==> src/rtl/alu_seq_if.sv <==
// Command/response bundle for alu_seq: decode-side master, sequencer-side slave.
interface alu_seq_if;
  logic       cmd_valid;
  logic       cmd_ready;
  logic       cmd_load;
  logic [2:0] cmd_op;
  logic [7:0] cmd_data;
  logic [2:0] cmd_cnt;
  logic       rsp_valid;
  logic       rsp_ready;
  logic [7:0] acc;
  logic [3:0] flags;
  logic       busy;

  modport master (
    output cmd_valid, cmd_load, cmd_op, cmd_data, cmd_cnt, rsp_ready,
    input  cmd_ready, rsp_valid, acc, flags, busy
  );

  modport slave (
    input  cmd_valid, cmd_load, cmd_op, cmd_data, cmd_cnt, rsp_ready,
    output cmd_ready, rsp_valid, acc, flags, busy
  );
endinterface

==> src/rtl/alu_seq.sv <==
// Multi-cycle sequencer around an 8-bit ALU: applies one op 1..8 times to the
// accumulator and keeps 8085-style {S,Z,P,CY} flags.
module alu_seq #(
  parameter logic [7:0] RESET_ACC = 8'h00
) (
  input logic       clk,
  input logic       rst_n,
  alu_seq_if.slave  bus
);

  typedef enum logic [1:0] {IDLE, EXEC, RESP} state_e;

  state_e     state_q, state_d;
  logic [7:0] acc_q, acc_d;
  logic [7:0] data_q, data_d;
  logic [3:0] flags_q, flags_d;
  logic [2:0] op_q, op_d;
  logic [2:0] rem_q, rem_d;

  logic [8:0] sum;
  logic [7:0] alu_r;
  logic       cy;
  logic       szp_upd;
  logic       cy_upd;

  // ALU datapath; carry/borrow is derived here since the ALU itself is 8-bit only
  always_comb begin
    sum     = {1'b0, acc_q} + {1'b0, data_q};
    alu_r   = '0;
    cy      = 1'b0;
    szp_upd = 1'b0;
    cy_upd  = 1'b0;
    case (op_q)
      3'b000: begin alu_r = sum[7:0];            cy = sum[8];         szp_upd = 1'b1; cy_upd = 1'b1; end
      3'b001: begin alu_r = acc_q - data_q;      cy = acc_q < data_q; szp_upd = 1'b1; cy_upd = 1'b1; end
      3'b010: begin alu_r = {acc_q[6:0], acc_q[7]}; cy = acc_q[7];    cy_upd = 1'b1; end
      3'b011: begin alu_r = {acc_q[0], acc_q[7:1]}; cy = acc_q[0];    cy_upd = 1'b1; end
      3'b100: begin alu_r = acc_q & data_q;      szp_upd = 1'b1; cy_upd = 1'b1; end
      3'b101: begin alu_r = acc_q | data_q;      szp_upd = 1'b1; cy_upd = 1'b1; end
      3'b110: begin alu_r = acc_q ^ data_q;      szp_upd = 1'b1; cy_upd = 1'b1; end
      default: alu_r = ~acc_q;
    endcase
  end

  always_comb begin
    state_d = state_q;
    acc_d   = acc_q;
    data_d  = data_q;
    flags_d = flags_q;
    op_d    = op_q;
    rem_d   = rem_q;
    case (state_q)
      IDLE: begin
        if (bus.cmd_valid) begin
          op_d   = bus.cmd_op;
          data_d = bus.cmd_data;
          rem_d  = bus.cmd_cnt;
          if (bus.cmd_load) begin
            acc_d   = bus.cmd_data;
            state_d = RESP;
          end else begin
            state_d = EXEC;
          end
        end
      end
      EXEC: begin
        acc_d = alu_r;
        if (szp_upd) flags_d[3:1] = {alu_r[7], alu_r == 8'h00, ~^alu_r};
        if (cy_upd)  flags_d[0]   = cy;
        if (rem_q == 3'd0) state_d = RESP;
        else               rem_d   = rem_q - 3'd1;
      end
      RESP: begin
        if (bus.rsp_ready) state_d = IDLE;
      end
      default: state_d = IDLE;
    endcase
  end

  always_ff @(posedge clk or negedge rst_n) begin
    if (!rst_n) begin
      state_q <= IDLE;
      acc_q   <= RESET_ACC;
      data_q  <= '0;
      flags_q <= '0;
      op_q    <= '0;
      rem_q   <= '0;
    end else begin
      state_q <= state_d;
      acc_q   <= acc_d;
      data_q  <= data_d;
      flags_q <= flags_d;
      op_q    <= op_d;
      rem_q   <= rem_d;
    end
  end

  assign bus.cmd_ready = (state_q == IDLE);
  assign bus.rsp_valid = (state_q == RESP);
  assign bus.busy      = (state_q != IDLE);
  assign bus.acc       = acc_q;
  assign bus.flags     = flags_q;

endmodule

==> src/flat_wrapper.sv <==
// flat-port wrapper written by rule: the top's interface ports become plain ports
module alu_seq_flat 
#(
  parameter logic [7:0] RESET_ACC = 8'h00
)
  (clk, rst_n, bus_cmd_valid, bus_cmd_load, bus_cmd_op, bus_cmd_data, bus_cmd_cnt, bus_rsp_ready, bus_cmd_ready, bus_rsp_valid, bus_acc, bus_flags, bus_busy);
  alu_seq_if bus_i ();
  input logic clk;
  input logic rst_n;
  input wire logic [$bits(bus_i.cmd_valid)-1:0] bus_cmd_valid;
  input wire logic [$bits(bus_i.cmd_load)-1:0] bus_cmd_load;
  input wire logic [$bits(bus_i.cmd_op)-1:0] bus_cmd_op;
  input wire logic [$bits(bus_i.cmd_data)-1:0] bus_cmd_data;
  input wire logic [$bits(bus_i.cmd_cnt)-1:0] bus_cmd_cnt;
  input wire logic [$bits(bus_i.rsp_ready)-1:0] bus_rsp_ready;
  output wire logic [$bits(bus_i.cmd_ready)-1:0] bus_cmd_ready;
  output wire logic [$bits(bus_i.rsp_valid)-1:0] bus_rsp_valid;
  output wire logic [$bits(bus_i.acc)-1:0] bus_acc;
  output wire logic [$bits(bus_i.flags)-1:0] bus_flags;
  output wire logic [$bits(bus_i.busy)-1:0] bus_busy;
  assign bus_i.cmd_valid = bus_cmd_valid;
  assign bus_i.cmd_load = bus_cmd_load;
  assign bus_i.cmd_op = bus_cmd_op;
  assign bus_i.cmd_data = bus_cmd_data;
  assign bus_i.cmd_cnt = bus_cmd_cnt;
  assign bus_i.rsp_ready = bus_rsp_ready;
  assign bus_cmd_ready = bus_i.cmd_ready;
  assign bus_rsp_valid = bus_i.rsp_valid;
  assign bus_acc = bus_i.acc;
  assign bus_flags = bus_i.flags;
  assign bus_busy = bus_i.busy;
  alu_seq #(.RESET_ACC(RESET_ACC)) u_core (.clk(clk), .rst_n(rst_n), .bus(bus_i));
endmodule
==> config.mk <==
export PLATFORM = sky130hd
export DESIGN_NAME = alu_seq_flat
export DESIGN_NICKNAME = d
export VERILOG_FILES = /design/src/rtl/alu_seq_if.sv /design/src/rtl/alu_seq.sv /design/src/flat_wrapper.sv
export SDC_FILE = /design/constraint.sdc
export NUM_CORES = 1
export LEC_CHECK = 0
export ABC_AREA = 1
export CAP_MARGIN = 20
export CORE_MARGIN = 2
export CORE_UTILIZATION = 40
export DETAILED_ROUTE_END_ITERATION = 10
export HOLD_SLACK_MARGIN = 0.06
export PLACE_DENSITY = 0.67
export SLEW_MARGIN = 25
export SYNTH_ARGS = -nofsm -noshare
export SYNTH_HDL_FRONTEND = slang
export SYNTH_SLANG_ARGS = --single-unit
==> constraint.sdc <==
create_clock -name clk -period 2.3 [get_ports clk]
set_input_delay 0.23 -clock clk [delete_from_list [all_inputs] [get_ports clk]]
set_output_delay 0.23 -clock clk [all_outputs]
set_load 0.005 [all_outputs]
==> results_dict.tcl, run 1 <==
set metrics [dict create \
    area_delta_synth_final_pct 35.62 \
    crit_arrival_ps 2550 \
    wl_mm 8.024 \
    ant_nets 0 \
    viasPerCell 5.271 \
    outcome "finished, violations left" \
    synth_xor_area_share_pct 1.613 \
    violations "setup timing" \
    ys_ff_latch 28 \
    dr.pass1.iters 4 \
    cts_buffer_depth 2 \
    cp-start-kind "flip-flop" \
    die_x_um 86.39 \
    drc 0 \
    core_um2 6681 \
    gr-total-overflow 0 \
    fin_crit_sh_pct 104.4 \
    ys_types 40 \
    clock_skew_ps 6.316 \
    drtIter0Drc 196 \
    pre_cts_slack_ps -115.9 \
    portBuffers 33 \
    grt_pass1_wl_mm 12.93 \
    synth_area_leaders "dfrtp_1 26%, ha_1 14%, nand2_1 13%" \
    slew_headroom_pct 67.01 \
    fin_ws_ps -100.2 \
    syn_area_per_cell_um2 6.874 \
    ys_seq_area_share_pct 25.81 \
    max_cap_violations 0 \
    gp_congestion 0.9679 \
    fin_crit_ps 2400 \
    yosys.area.top_type_share_pct 25.81 \
    nets 528 \
    die_h_um 86.39 \
    numClockSinks 28 \
    antenna_cells 0 \
    rows 30 \
    rsz0062_at_grt "yes" \
    worst_pin_slew_ps 494.2 \
    grt_usage_pct 21.60 \
    cts-buffers-inserted 3 \
    path_clk_slew_ps 100 \
    synth-edff-count 0 \
    synthMuxAreaShare_pct 0 \
    ys.flop_type "dfrtp_1" \
    synthAdderAreaFrac_pct 15.76 \
    post-synth-top-count-cell "nand2_1" \
    hold_viol 0 \
    async_reset_ff_share_pct 100.0 \
    yosysTopAreaCell "dfrtp_1" \
    grt_max_degree 29 \
    synth.cell_area_um2 2715 \
    synth_top_family_by_area "simple AND/OR/NAND/NOR gates" \
    whs_ps 337.0 \
    grt_pass1_vias 2726 \
    setup_violations 1 \
    drive_above_1_share_pct 23.84 \
    h-tree-depth 1 \
    hold_path.class "in -> async" \
    cp-end-kind "flip-flop" \
    vias 2920 \
    start_util_pct 40.64 \
    avgRoutedWirePerCell_um 14.48 \
    top_level_ports 34 \
    crit_type "reg -> reg" \
    synth_warnings 0 \
    synth_compound_area_share_pct 14.61 \
    netlist_instances 395 \
    dieArea_um2 7462 \
    timing.fmax_ghz 0.4166 \
    syn-num-nets 447 \
    grt_antenna_before_repair 0 \
    synth-simple-area-share_pct 30.74 \
    hpwlAfterDp_mm 6.411 \
    tritoncts "done" \
    clock_latency_ps 270 \
    crit_fanout 3 \
    worstPathRequired_ps 2450 \
    yosys-top-cells-count "96 x nand2_1, 60 x inv_1, 33 x nor2_1" \
    cts-root-buf "clkbuf_8" \
    drv_slew 0 \
]
registers in the layout (all words and copies together), names as in the netlist:
name and flops:
u_core.bus.acc 8, u_core.bus.flags 4, u_core.data_q 8, u_core.op_q 3, u_core.rem_q 3, u_core.state_q 2
cell usage in the layout, fill, tap and decap left out, drive strengths merged:
cell and instances:
inv 68, o2111ai 1, fa 2, nor3 5
xnor2 2, ha 31, a21oi 12, a22oi 4
xor2 3, clkbuf 3, nand2 99, a2bb2oi 1
a31oi 1, nand3 35, dfrtp 28, buf 52
and3 1, clkdlybuf4s50 33, o21ai 33, or2 1
nor3b 2, nor2 35, o211ai 3, o32ai 1
o2111a 1, o21bai 1, o22ai 9, nand4 6
and2 1
stage by stage:
stage               area, um^2  TNS (ps)  instances  util (%)
detailed placement        3478    -115.9        548     52.06
global route              3682    -289.0        554     55.11
floorplan                 2739         0        395         -
finish                    3682    -100.2        554     55.11
CTS                       3572    -84.22        552     53.46
global placement          3478    -50.31        548     52.06
cell type report:
class | instances | area, um^2
fillers | 635 | 2999
multi-input cells | 290 | 1862
repair buffers | 85 | 720.7
flip-flops and latches | 28 | 703.2
inverters | 68 | 255.2
well taps | 80 | 100.1
clock buffers | 3 | 41.29
critical path, cell delays in order, from the launching register on:
cell and delay [ps]:
dfrtp_1 400, inv_2 70, ha_4 160, fa_2 540
nor2_2 40, nor3b_2 210, o2111ai_2 170, inv_2 100
ha_4 200, xor2_2 150, xnor2_1 180, o21ai_1 80
path summary, 6_finish.rpt:
check | from | endpoint | cells past startpoint | slack (ps)
setup / recovery | u_core.bus.acc[0] | u_core.bus.flags[1] | 11 | -100
hold / removal | rst_n | u_core.bus.acc[6] | 2 | 340
setup reg to reg | u_core.bus.acc[0] | u_core.bus.flags[1] | 11 | -100
hold reg to reg | u_core.bus.flags[3] | u_core.bus.flags[3] | 2 | 490
max in group asynchronous | rst_n | u_core.bus.acc[1] | 2 | 1660
min in group clk | u_core.bus.flags[3] | u_core.bus.flags[3] | 2 | 490
routing by layer:
| metal | global-route usage (%) | part of all wire (%) | up-vias |
|---|---|---|---|
| met3 | 1.524 | 5.2 | 12 |
| met4 | 5.114 | 1.8 | 0 |
| met5 | 0 | 0 | - |
| met1 | 30.72 | 46 | 1375 |
| met2 | 35.87 | 47 | 95 |
| li1 | - | - | 1438 |
cells by family (layout without fill, tap and decap cells):
kind of cell,count (synthesis),in the layout
and+or+nand+nor,185,185
buffers and inverters,77,156
AOI/OAI and AO/OA,67,67
adders and majority gates,33,33
DFF,28,28
xor gates and xnor gates,5,5
repair_timing:
action / 4_1_cts / 5_1_grt
pin swaps: 7 / 11
hold buffers: 0 / 0
setup endpoints to repair: 1 / 2
gates resized for setup: 14 / 16
buffers inserted: 1 / 2
Power of run 1 is left out: the tool's default activity adds up to more than one toggle a clock period on the data nets, which glitch-free logic cannot reach.
==> run 2, diff against run 1 <==
--- a/config.mk
+++ b/config.mk
@@ -7,7 +7,7 @@
 export LEC_CHECK = 0
 export ABC_AREA = 1
 export CAP_MARGIN = 20
-export CORE_MARGIN = 2
+export CORE_MARGIN = 4
 export CORE_UTILIZATION = 40
 export DETAILED_ROUTE_END_ITERATION = 10
 export HOLD_SLACK_MARGIN = 0.06
@@ -16,3 +16,4 @@
 export SYNTH_ARGS = -nofsm -noshare
 export SYNTH_HDL_FRONTEND = slang
 export SYNTH_SLANG_ARGS = --single-unit
+export TNS_END_PERCENT = 10
==> run 2 against run 1 <==
- the flow still finishes with violations (setup timing)
- worst setup slack got worse by 32 ps
- hold slack worse by 18 ps
- critical path depth is 1 higher
- clock-buffer cell count grew 1
- fmax shrank 1.3%
- via count increased by 2.4%
- cell area grew 1.2%
- critical endpoint unchanged
==> results_dict.tcl, run 2 (synthesis gave the netlist of run 1 again) <==
set metrics [dict create \
    outcome "finished, violations left" \
    violations "setup timing" \
    rows 29 \
    dr.pass1.iters 5 \
    cp-start-kind "flip-flop" \
    worstPathRequired_ps 2470 \
    avgRoutedWirePerCell_um 15.30 \
    drive_above_1_share_pct 25.37 \
    fill_cells 626 \
    area_delta_synth_final_pct 37.19 \
    grt_usage_pct 20.49 \
    rsz0062_at_grt "yes" \
    portBuffers 33 \
    antenna_cells 0 \
    hold_viol 0 \
    top_level_ports 34 \
    cts_hold_buf 0 \
    dieArea_um2 8169 \
    clock_latency_ps 280 \
    viasPerCell 5.395 \
    drc 0 \
    drtIter0Drc 209 \
    tritoncts "done" \
    rrSetupSlack_ps -130 \
    die_x_um 90.39 \
    fin_ws_ps -132.6 \
    fin_crit_ps 2433 \
    dpl_cell_area_um2 3505 \
    post-route-util_pct 57.67 \
    crit_arrival_ps 2610 \
    nets 530 \
    path_clk_slew_ps 100 \
    clock_skew_ps 4.857 \
    start_util_pct 42.04 \
    grt_antenna_before_repair 0 \
    worst_pin_slew_ps 500.4 \
    final_common_cell "nand2_1" \
    vias 2989 \
    h-tree-depth 1 \
    gp_congestion 0.9363 \
    cts-buffers-inserted 3 \
    crit_type "reg -> reg" \
    slew_headroom_pct 66.60 \
    grt_pass1_wl_mm 13.86 \
    setup_violations 1 \
    layout_common_cells "91 x nand2_1, 55 x inv_1, 54 x buf_4" \
    ant_nets 0 \
    core_um2 6459 \
    design_area_um2 3725 \
    die_h_um 90.39 \
    fin_crit_sh_pct 105.8 \
    cts_buffer_depth 2 \
    grt_pass1_vias 2874 \
    hpwlAfterDp_mm 6.628 \
    numClockSinks 28 \
    multiInputGateArea_um2 1879 \
    regArea_um2 703.2 \
    hold_path.class "in -> async" \
    cp-end-kind "flip-flop" \
    wl_mm 8.477 \
    crit_fanout 4 \
    timing.fmax_ghz 0.4111 \
    max_cap_violations 0 \
    drv_slew 0 \
    grt_max_degree 29 \
    gr-total-overflow 0 \
    cts-root-buf "clkbuf_8" \
]
-- run 2: cell count changes in the layout (fill, tap and decap cells not counted), sizes merged --
cell,delta
clkbuf,+1
buf,+2
-- run 2: what timing repair did --
item / in CTS / in global routing
cloned: 0 / 0
buffers inserted: 1 / 0
setup endpoints to repair: 1 / 2
gates resized for setup: 5 / 32
pin swaps: 4 / 21
-- run 2: metal layers --
| metal | global-route usage (%) | share of wire, % | vias to the layer above | wire (um) |
|---|---|---|---|---|
| met5 | 0 | 0 | - | 0 |
| met1 | 28.32 | 47 | 1420 | 3945 |
| met3 | 1.833 | 5.1 | 14 | 435 |
| li1 | - | - | 1439 | - |
| met4 | 4.974 | 1.7 | 0 | 143 |
| met2 | 34.47 | 47 | 116 | 3952 |
-- run 2: final cells by class --
cell class	count	share of cell area, %
sequential	28	18.88
clock buffer	4	1.478
tap	77	2.586
timing repair buffer	87	19.75
inverter	68	6.853
multi-input combinational	290	50.45
-- run 2: path summary, 6_finish.rpt --
check / startpoint / endpoint / depth (start not counted)
worst min register to register: u_core.bus.flags[3] / u_core.bus.flags[3] / 2
worst min-delay path: rst_n / u_core.op_q[1] / 2
min in group clk: bus_cmd_op[1] / u_core.op_q[1] / 3
worst max-delay path: u_core.data_q[0] / u_core.bus.flags[1] / 12
max in group asynchronous: rst_n / u_core.bus.acc[1] / 2
worst max register to register: u_core.data_q[0] / u_core.bus.flags[1] / 12
-- run 2: stage by stage --
step | worst slack, ps | hold slack, ps | std cells | setup TNS (ps)
after floorplan | 5.584 | -65.59 | 395 | 0
after global placement | -104.2 | 470.3 | 549 | -104.2
after detailed placement | -164.6 | 485.9 | 549 | -164.6
after CTS | -112.3 | 335.9 | 554 | -112.3
after global routing | -293.1 | 351.0 | 554 | -293.1
final | -132.6 | 319.0 | 554 | -132.6
-- run 2: critical path: stages, from the launching register on --
cell,delay [ps]
dfrtp_1,450
ha_2,230
fa_2,410
nand4_1,130
nand3_1,90
nand2_1,70
nand3_1,80
nand3_2,110
nand2_2,50
ha_1,280
xnor2_1,190
xnor2_1,150
o21ai_1,90
Power of run 2 is left out for the same reason.
==> run 3, diff against run 2 <==
--- a/config.mk
+++ b/config.mk
@@ -7,12 +7,11 @@
 export LEC_CHECK = 0
 export ABC_AREA = 1
 export CAP_MARGIN = 20
-export CORE_MARGIN = 4
+export CORE_MARGIN = 5
 export CORE_UTILIZATION = 40
 export DETAILED_ROUTE_END_ITERATION = 10
 export HOLD_SLACK_MARGIN = 0.06
 export PLACE_DENSITY = 0.67
-export SLEW_MARGIN = 25
 export SYNTH_ARGS = -nofsm -noshare
 export SYNTH_HDL_FRONTEND = slang
 export SYNTH_SLANG_ARGS = --single-unit
==> run 3 against run 2 <==
- the run still ends with setup timing left
- worst setup slack better by 47 ps
- clock skew up 1.8 ps
- critical path depth down 1
- non-clock buffer count up 4
- via count up 0.13%
- cell count up 1.3%
- critical endpoint unchanged
==> results_dict.tcl, run 3 (synthesis gave the netlist of run 1 again) <==
set metrics [dict create \
    ant_nets 0 \
    outcome "finished, violations left" \
    max_cap_violations 0 \
    die_h_um 92.39 \
    die_x_um 92.39 \
    cp-end-kind "flip-flop" \
    clock_latency_ps 280 \
    setup_violations 1 \
    cp-start-kind "flip-flop" \
    fill_cells 634 \
    cp_cell_sequence "inv_2 -> ha_4 -> fa_2 -> nor2_2 -> nor3b_2 -> o2111ai_2 -> inv_2 -> ha_4 -> xor2_2 -> xnor2_1 -> o21ai_1" \
    critical_path.max_stage_delay_ps 540 \
    cts_hold_buf 0 \
    drv_slew 0 \
    cts-root-buf "clkbuf_8" \
    timing.fmax_ghz 0.4192 \
    critPathBufInv 2 \
    gp_congestion 0.9212 \
    worstPathRequired_ps 2470 \
    rsz0062_at_grt "yes" \
    grt_pass1_vias 2930 \
    numClockSinks 28 \
    h-tree-depth 1 \
    grt_max_degree 29 \
    worst_pin_slew_ps 506.4 \
    hpwlAfterDp_mm 6.630 \
    grt_usage_pct 19.80 \
    violations "setup timing" \
    slew_headroom_pct 66.21 \
    tritoncts "done" \
    fin_crit_ps 2386 \
    final_common_cell "nand2_1" \
    top_level_ports 34 \
    crit_fanout 3 \
    rows 30 \
    avgRoutedWirePerCell_um 15.39 \
    multiInputGateArea_um2 1888 \
    portBuffers 33 \
    path_clk_slew_ps 100 \
    drc 0 \
    crit_path_top_delay_cell "fa_2" \
    critPathTopFamily "adder cells" \
    area_delta_synth_final_pct 39.31 \
    start_util_pct 40.64 \
    nets 534 \
    grt_antenna_before_repair 0 \
    core_um2 6681 \
    viasPerCell 5.335 \
    dieArea_um2 8535 \
    antenna_cells 0 \
    clock_skew_ps 6.669 \
    crit_arrival_ps 2550 \
    fin_crit_sh_pct 103.7 \
    cts_buffer_depth 2 \
    drive_above_1_share_pct 25.99 \
    regArea_um2 703.2 \
    hold_viol 0 \
    grt_pass1_wl_mm 13.71 \
    dr.pass1.iters 5 \
    crit_type "reg -> reg" \
    whs_ps 329.6 \
    fin_ws_ps -85.70 \
    gr-total-overflow 0 \
    drtIter0Drc 280 \
    layout_common_cells "90 x nand2_1, 54 x inv_1, 54 x buf_4" \
    vias 2993 \
    wl_mm 8.635 \
    cts-buffers-inserted 3 \
    hold_path.class "in -> async" \
]
## run 3: repair_timing
action	in CTS	in global routing
pin swaps	5	16
endpoints found under the hold margin	0	0
setup buffers	6	1
setup endpoints to repair	1	3
resized for setup	14	26
## run 3: layout make-up
type | instances | area share (%)
Sequential cell | 28 | 18.59
Inverter | 68 | 6.748
Timing Repair Buffer | 91 | 20.64
Tap cell | 80 | 2.646
Clock buffer | 4 | 1.456
Multi-Input combinational cell | 290 | 49.92
## run 3: per-stage QoR
step	area, um^2	instances	setup slack [ps]	setup TNS, ps	utilization, %
floorplan	2739	395	5.584	0	-
global placement	3501	551	-56.16	-56.16	52.40
detailed placement	3501	551	-119.2	-119.2	52.40
CTS	3656	561	-71.26	-91.68	54.72
global route	3782	561	-168.4	-267.6	56.61
finish	3782	561	-85.70	-85.70	56.61
## run 3: final timing paths
kind                                      from                   to  slack, ps  cells after the start
max                          u_core.bus.acc[0]  u_core.bus.flags[1]        -90                     11
min                                      rst_n     u_core.data_q[4]        330                      2
max reg2reg                  u_core.bus.acc[0]  u_core.bus.flags[1]        -90                     11
min reg2reg                u_core.bus.flags[3]  u_core.bus.flags[3]        500                      2
max in group asynchronous                rst_n    u_core.bus.acc[5]       1680                      2
min in group clk           u_core.bus.flags[3]  u_core.bus.flags[3]        500                      2
## run 3: routing by layer
| metal | GRT usage, % | up-vias | part of all wire [%] |
|---|---|---|---|
| met5 | 0 | - | 0 |
| met4 | 8.416 | 0 | 3.8 |
| met3 | 1.543 | 35 | 5.8 |
| met2 | 32.99 | 117 | 47 |
| met1 | 26.29 | 1388 | 44 |
| li1 | - | 1453 | - |
Power of run 3 is left out for the same reason.
